===== src/rtl/cpu_ram_we_swiz_burst.sv =====
// Burst walker over a lane-swizzled matrix RAM: one lane-group address plus bounded per-lane write enables per beat.
// Optional CPU_RAM_WE_SWIZ_MASKCNT_EN adds o_mask_cnt, a saturating count of mask-suppressed lanes.
module cpu_ram_we_swiz_burst #(
  parameter int COORD_BITS = 4,
  parameter int SWIZ_BITS  = 2,
  parameter int LEN_BITS   = 8,
  localparam int LANES     = 2 ** SWIZ_BITS
) (
  input  logic                    clk,
  input  logic                    reset_n,
  input  logic                    cmd_valid,
  output logic                    cmd_ready,
  input  logic [2*COORD_BITS-1:0] cmd_addr,
  input  logic [LEN_BITS-1:0]     cmd_len,
  input  logic [COORD_BITS:0]     cfg_ncols,
  input  logic [COORD_BITS:0]     cfg_nrows,
  output logic                    o_valid,
  input  logic                    o_ready,
  output logic [2*COORD_BITS-1:0] o_addr,
  output logic [LANES-1:0]        o_we,
`ifdef CPU_RAM_WE_SWIZ_MASKCNT_EN
  output logic [15:0]             o_mask_cnt,
`endif
  output logic                    o_last
);

  localparam logic [COORD_BITS-1:0] LOW_MASK = COORD_BITS'(LANES - 1);

  typedef enum logic {IDLE, RUN} state_t;
  state_t state_q, state_d;

  logic [COORD_BITS-1:0] row_p1, col_p1;
  logic [LEN_BITS-1:0]   rem_p1;
  logic [COORD_BITS:0]   ncols_p1, nrows_p1;
  logic [LANES-1:0]      we_p1;
  logic                  last_p1, vld_p1;

  logic accept, advance, done, hs;

  function automatic logic [LANES-1:0] lane_mask(
    input logic [COORD_BITS-1:0] row,
    input logic [COORD_BITS-1:0] col,
    input logic [COORD_BITS:0]   nrows,
    input logic [COORD_BITS:0]   ncols
  );
    logic [LANES-1:0] m;
    m = '0;
    for (int l = 0; l < LANES; l++) begin
      m[l] = ({1'b0, row} < nrows) &&
             (({1'b0, col} + (COORD_BITS+1)'(l)) < ncols);
    end
    return m;
  endfunction

  // Saturating add of suppressed-lane count into a 16-bit accumulator
  function automatic logic [15:0] sat_add16(input logic [15:0] acc, input logic [LANES-1:0] we);
    logic [16:0] sum;
    sum = {1'b0, acc} + 17'(LANES) - 17'($countones(we));
    return sum[16] ? 16'hFFFF : sum[15:0];
  endfunction

  logic [COORD_BITS-1:0] cmd_row, cmd_col;
  logic [COORD_BITS:0]   col_sum;
  logic [COORD_BITS-1:0] next_row, next_col;

  assign cmd_row  = cmd_addr[2*COORD_BITS-1:COORD_BITS];
  assign cmd_col  = cmd_addr[COORD_BITS-1:0] & ~LOW_MASK;
  assign col_sum  = {1'b0, col_p1} + (COORD_BITS+1)'(LANES);
  assign next_col = col_sum[COORD_BITS] ? '0 : col_sum[COORD_BITS-1:0];
  assign next_row = col_sum[COORD_BITS] ? row_p1 + 1'b1 : row_p1;

  assign cmd_ready = (state_q == IDLE) && reset_n;
  assign hs        = vld_p1 && o_ready;

  always_ff @(posedge clk or negedge reset_n) begin
    if (!reset_n) state_q <= IDLE;
    else          state_q <= state_d;
  end

  always_comb begin
    state_d = state_q;
    accept  = 1'b0;
    advance = 1'b0;
    done    = 1'b0;
    case (state_q)
      IDLE: begin
        if (cmd_valid && cmd_ready) begin
          accept  = 1'b1;
          state_d = RUN;
        end
      end
      RUN: begin
        if (hs) begin
          if (last_p1) begin
            done    = 1'b1;
            state_d = IDLE;
          end else begin
            advance = 1'b1;
          end
        end
      end
      default: state_d = IDLE;
    endcase
  end

  // Stage p1: registered beat presented to the RAM banks; holds while stalled
  always_ff @(posedge clk or negedge reset_n) begin
    if (!reset_n) begin
      row_p1   <= '0;
      col_p1   <= '0;
      rem_p1   <= '0;
      ncols_p1 <= '0;
      nrows_p1 <= '0;
      we_p1    <= '0;
      last_p1  <= 1'b0;
      vld_p1   <= 1'b0;
    end else if (accept) begin
      row_p1   <= cmd_row;
      col_p1   <= cmd_col;
      rem_p1   <= cmd_len;
      ncols_p1 <= cfg_ncols;
      nrows_p1 <= cfg_nrows;
      we_p1    <= lane_mask(cmd_row, cmd_col, cfg_nrows, cfg_ncols);
      last_p1  <= (cmd_len == '0);
      vld_p1   <= 1'b1;
    end else if (advance) begin
      row_p1   <= next_row;
      col_p1   <= next_col;
      rem_p1   <= rem_p1 - 1'b1;
      we_p1    <= lane_mask(next_row, next_col, nrows_p1, ncols_p1);
      last_p1  <= (rem_p1 == LEN_BITS'(1));
    end else if (done) begin
      we_p1    <= '0;
      last_p1  <= 1'b0;
      vld_p1   <= 1'b0;
    end
  end

`ifdef CPU_RAM_WE_SWIZ_MASKCNT_EN
  logic [15:0] mask_cnt_p2;
  always_ff @(posedge clk or negedge reset_n) begin
    if (!reset_n)  mask_cnt_p2 <= '0;
    else if (hs)   mask_cnt_p2 <= sat_add16(mask_cnt_p2, we_p1);
  end
  assign o_mask_cnt = mask_cnt_p2;
`endif

  assign o_valid = vld_p1;
  assign o_addr  = {row_p1, col_p1};
  assign o_we    = we_p1;
  assign o_last  = last_p1;

endmodule


===== config.mk =====
export PLATFORM = sky130hd
export DESIGN_NAME = cpu_ram_we_swiz_burst
export DESIGN_NICKNAME = d
export VERILOG_FILES = /design/src/rtl/cpu_ram_we_swiz_burst.sv
export SDC_FILE = /design/constraint.sdc
export NUM_CORES = 1
export LEC_CHECK = 0
export CORE_ASPECT_RATIO = 0.5
export CORE_MARGIN = 1
export CORE_UTILIZATION = 45
export CTS_CLUSTER_DIAMETER = 60
export DETAILED_ROUTE_END_ITERATION = 16
export MAX_ROUTING_LAYER = met4
export PLACE_DENSITY_LB_ADDON = 0.3
export SYNTH_ARGS = -nofsm -noshare
export SYNTH_HDL_FRONTEND = slang
export SYNTH_SLANG_ARGS = --single-unit

===== constraint.sdc =====
create_clock -name clk -period 3.8 [get_ports clk]
set_clock_uncertainty 0.1 [all_clocks]
set_input_delay 0.76 -clock clk [delete_from_list [all_inputs] [get_ports clk]]
set_output_delay 0.76 -clock clk [all_outputs]
set_load 0.01 [all_outputs]

After elaboration in Yosys (flattened, before gate mapping)
Cells that the tools add are included.
{ "word_totals": {"romBits": 0, "word_cells": 73, "ramBits": 0, "mem_count": 0, "latch_bits": 0, "input_bits": 30, "out_inout_bits": 15, "reg_bits": 33} }
{ "classes": {"n_addsub": 9, "order_cmp": 10, "reduce_logical": 16, "n_bitwise": 1, "eq_ne": 2, "n_mux": 26, "div_mod_pow": 0, "shifts": 0, "n_mul": 0} }
{ "ops": {"columns": ["operator", "n"], "rows": [
  ["$mux 4", 9],
  ["$lt 5x5->1", 6],
  ["$add 4x2->5 const B", 4],
  ["$lt 4x5->1", 4],
  ["$mux 8", 2],
  ["$mux 1", 14],
  ["$logic_and 1x1->1", 11],
  ["$add 4x1->5 const B", 2],
  ["$eq 8x1->1 const B", 1],
  ["$logic_not 8->1", 1],
  ["$sub 8x1->8 const B", 1],
  ["$add 4x3->5 const B", 1],
  ["$add 4x1->4 const B", 1],
  ["$reduce_bool 2->1", 2],
  ["$reduce_bool 3->1", 1],
  ["$ne 2x2->1 const B", 1],
  ["$pmux 1 s2", 1],
  ["$reduce_and 2->1", 1],
  ["$not 1->1", 1]
]} }

Longest topological paths before layout
{ "logic_depth": {"word_depth": 7, "mapped_depth": 10, "ltp_nobuf": 9} }

Worst setup path before layout
Ideal clock, no wire load.
{ "synth_path": {"path_kind": "reg2reg", "startpoint": "register col_p1[2]", "endpoint": "register we_p1[1] (netlist: o_we[1])", "synth_period_minus_slack_ns": 2.451, "slack_ns": 1.349, "required_time_ns": 3.610, "arrival_ns": 2.261, "path_stages_with_launch": 11, "setup_ns": 0.090, "path_buffers": 1, "path_cell_list": "dfrtp_1 > ha_1 > buf_2 > nor2b_1 > inv_1 > ha_1 > ha_1 > a21o_1 > a211oi_1 > o21bai_1 > o221ai_1"} }
{ "synth_via": {"elab_chain_cells": 7, "elab_cells_between_ends": 9, "cone_classes": "2 x add/sub; 2 x order compare; 4 x mux; 1 x reduce/logical"} }
{ "synth_rtl": {"columns": ["element", "line", "source"], "rows": [
  ["start, declared", "32", "logic [COORD_BITS-1:0] row_p1, col_p1;"],
  ["start signal, assigned", "119", "col_p1 <= cmd_col;"],
  ["start signal, assigned", "128", "col_p1 <= next_col;"],
  ["$add 4x3->5 (*)", "68", "assign col_sum = {1'b0, col_p1} + (COORD_BITS+1)'(LANES);"],
  ["$mux 4", "69", "assign next_col = col_sum[COORD_BITS] ? '0 : col_sum[COORD_BITS-1:0];"],
  ["$add 4x1->5", "50", "(({1'b0, col} + (COORD_BITS+1)'(l)) < ncols);"],
  ["$lt 5x5->1", "50", null],
  ["$logic_and 1x1->1 (*)", "49", "m[l] = ({1'b0, row} < nrows) &&"],
  ["$mux 4 (*)", "126", "end else if (advance) begin"],
  ["$mux 4 (*)", "117", "end else if (accept) begin"],
  ["end signal, assigned", "123", "we_p1 <= lane_mask(cmd_row, cmd_col, cfg_nrows, cfg_ncols);"],
  ["end signal, assigned", "130", "we_p1 <= lane_mask(next_row, next_col, nrows_p1, ncols_p1);"],
  ["end, declared", "35", "logic [LANES-1:0] we_p1;"]
]} }
Mark *: on every way between the ends. The rest lies on a longest branch, timed or not.
A chain may end at the register's enable or synchronous reset.

Worst setup path in the final report
{ "layout_path": {"startpoint": "input port reset_n", "endpoint": "output port cmd_ready"} }
{ "layout_via": {"elab_chain_cells": 1} }
{ "layout_rtl": {"columns": ["element", "line", "source"], "rows": [
  ["start, declared", "10", "input logic reset_n,"],
  ["$logic_and 1x1->1", "72", "assign cmd_ready = (state_q == IDLE) && reset_n;"],
  ["end, declared", "12", "output logic cmd_ready,"]
]} }
Every way passes these cells.

==> flow_summary_export.csv <==
group,metric,value,unit
logic_synthesis,syn_nets,321,
sta,setup_tns,0,ns
global_route,grt_pass1_vias,1928,
logic_synthesis,ys_seq_area_frac,0.357,
global_route,grt_overflow_total,0,
critical_path,reg2reg_from,"col_p1[2]$_DFFE_PN0P_",
global_route,grt_use_met2,0.372,
floorplanning,dieArea,5450,um2
cts,cts_tree,"built",
logic_synthesis,synth.avg_cell_area,8.94,um2
sta,rsz0062_at_grt,"false",
critical_path,cp-endpoint,"cmd_ready",
drt,final_antenna_net_count,0,
sta,hold_viol_final,0,
logic_synthesis,ys_top_cells_by_area,"dfrtp_1 (36%), ha_1 (17%), nand2_1 (7.1%)",
cts,clkTransAtPathRegs,0.07,ns
logic_synthesis,ys_seq_elements,33,
global_route,grt-busiest-layer,"met2",
logic_synthesis,yosys.area_share.simple,0.210,
drt,wire_per_inst,14.9,um
cts,htree_levels,2,
logic_synthesis,ys_top_cells_by_count,"nand2_1 (44), dfrtp_1 (33), ha_1 (32)",
logic_synthesis,yosysTopAreaCellShare,0.357,
final_layout,fillers,453,
cts,cts_setup_buffers,0,
logic_synthesis,synth_edf_count,0,
final_layout,multi_input_area,1380,um2
place,dp_hpwl,4.36,mm
logic_synthesis,synthAdderAreaFrac,0.173,
drt,dr.pass1.iters,4,
logic_synthesis,muxShareOfSynthArea,0.00486,
drt,drtIter0Drc,102,
cts,cts_buffer_depth,2,
cts,clock-sinks,33,
cts,root_buffer,"clkbuf_8",
logic_synthesis,synth_warnings,0,
final_layout,final_cell_count_no_fill,373,
drt,vias,2029,
logic_synthesis,synth-xor-area-share,0.0454,
critical_path,start_kind,"primary input",
critical_path,end_kind,"output pin",
logic_synthesis,synth_compound_area_frac,0.161,
logic_synthesis,synth_cell_types,44,
critical_path,arrival,2.20,ns
global_route,globalRouteMet3Util,0.0467,
floorplanning,die_w,103,um
critical_path,timing.rr.end,"o_we[3]$_DFFE_PN0P_",
place,portBuffers,42,
floorplanning,row_count,18,
place,routabilityCongestion,0.848,
sta,finalSetupViolations,0,
outcome,outcome,"complete, no violations",
logic_synthesis,synthArstFlopShare,1.00,
critical_path,crit_path_max_fanout,3,
critical_path,startpoint,"reset_n",
final_layout,n_antenna_cell,0,
sta,worstMarginPinSlew,0.696,ns
cts,cts_hold_buf,0,
min_path,holdCritPathClass,"reg -> reg",
place,dp.cells,367,
final_layout,regArea,826,um2
power_and_ir_drop,power.leakage,1.31,nW
logic_synthesis,yosysMostFrequentCell,"nand2_1",
sta,relSlewSlack,0.534,
run,cap_violations,0,
logic_synthesis,synth_area,2310,um2
power_and_ir_drop,power_density,657,nW/um2
global_route,grt_pass1_wl,8.81,mm
logic_synthesis,synth_largest_area_cell,"dfrtp_1",
floorplanning,pin_count,45,
critical_path,worstPathRequired,2.94,ns
floorplanning,core,4930,um2
cts,clk_latency,0.28,ns
global_route,grt_max_degree,34,
sta,finalCriticalPeriod,3.06,ns
cts,cts_resized,0,
global_route,use_met1,0.278,
critical_path,rrSetupSlack,1.02,ns
sta,fmax,327,MHz
power_and_ir_drop,vdd_drop_max,230,uV
logic_synthesis,ys.flop_type,"dfrtp_1",
drt,wl,5.55,mm
global_route,antenna_found_initial,0,
logic_synthesis,synth_cells,259,
logic_synthesis,synth_top_family_by_area,"simple AND/OR/NAND/NOR gates",
floorplanning,start_util,0.469,
floorplanning,die_h,52.7,um
final_layout,areaGrowthSynthToFinish,24.6,%
critical_path,rr_worst_depth,9,
drt,drc,0,
sta,min_period_over_period,0.804,
final_layout,drive_gt1_frac,0.0462,
cts,cts_buffers,5,
global_route,grtUsageTotal,0.226,
drt,viasPerCell,5.44,
critical_path,crit_type,"in -> out",
final_layout,nets,366,
sta,slew_viol_final,0,
routing by layer:
| metal | part of all wire | wire length, um |
|---|---|---|
| met1 | 0.47 | 2580 |
| met2 | 0.46 | 2570 |
| met3 | 0.054 | 297 |
| met4 | 0.017 | 94 |
| met5 | 0 | 0 |
cells by family after synthesis:
group | count (synthesis)
AOI/OAI and AO/OA | 56
xor gates and xnor gates | 12
adders and majority gates | 32
buffers and inverters | 28
DFF | 33
muxes | 1
and+or+nand+nor | 97
where the power goes:
| group | switching (mW) | internal, mW | leakage, nW |
|---|---|---|---|
| clock | 0.120 | 0.120 | 0.0399 |
| combinational | 0.538 | 0.491 | 0.858 |
| sequential | 0.128 | 0.499 | 0.408 |
| total | 0.786 | 1.11 | 1.31 |
sequential cells by signal, indices dropped and copies added, names as in the netlist:
register  count
rem_p1        8
o_we          4
row_p1        4
col_p1        4
nrows_p1      5
o_last        1
ncols_p1      5
state_q       1
o_valid       1
metrics by stage:
step	instance area, um2	setup slack [ns]	utilization	power, mW	hold slack [ns]
CTS	2890	0.749	0.585	1.91	0.386
finish	2890	0.745	0.585	1.90	0.383
detailed placement	2810	0.773	0.570	1.66	0.369
global placement	2810	0.750	0.570	1.61	0.357
floorplan	2310	1.35	-	1.30	0.340
global route	2890	0.740	0.585	2.06	0.400
area by class of cell:
| cell class | instances | area share |
|---|---|---|
| clock buffer | 5 | 0.0239 |
| sequential | 33 | 0.286 |
| inverter | 21 | 0.0273 |
| timing repair buffer | 45 | 0.154 |
| tap | 70 | 0.0304 |
| multi-input combinational | 198 | 0.477 |
| clock inverter | 1 | 0.00173 |
critical path, cell delays in order:
cell and delay (ns):
clkdlybuf4s50_1 0.62, nor2b_1 0.24, clkdlybuf4s50_1 0.57
how the worst min path moves through the flow:
stage,from,end,cells past startpoint
4_1_cts,nrows_p1[0]$_DFFE_PN0P_,nrows_p1[0]$_DFFE_PN0P_,2
6_report,ncols_p1[3]$_DFFE_PN0P_,ncols_p1[3]$_DFFE_PN0P_,2
2_1_floorplan,nrows_p1[0]$_DFFE_PN0P_,nrows_p1[0]$_DFFE_PN0P_,2
5_1_grt,ncols_p1[3]$_DFFE_PN0P_,ncols_p1[3]$_DFFE_PN0P_,2
3_3_place_gp,nrows_p1[0]$_DFFE_PN0P_,nrows_p1[0]$_DFFE_PN0P_,2
3_5_place_dp,nrows_p1[0]$_DFFE_PN0P_,nrows_p1[0]$_DFFE_PN0P_,2
placed cells by master, fill, tap and decap left out, types with 3 or more instances in the layout:
| cell type | n |
|---|---|
| a211oi_1 | 4 |
| a21oi_1 | 7 |
| a221o_1 | 4 |
| a22oi_1 | 3 |
| buf_4 | 3 |
| clkbuf_8 | 5 |
| clkdlybuf4s50_1 | 42 |
| dfrtp_1 | 33 |
| ha_1 | 32 |
| inv_1 | 21 |
| nand2_1 | 44 |
| nand2b_1 | 6 |
| nand3_1 | 7 |
| nor2_1 | 11 |
| nor2b_1 | 3 |
| nor3_1 | 5 |
| nor3b_1 | 3 |
| nor4_1 | 5 |
| o21ai_0 | 19 |
| o221ai_1 | 4 |
| xnor2_1 | 9 |
| xor2_1 | 3 |
(Power assumes the default switching activity.)
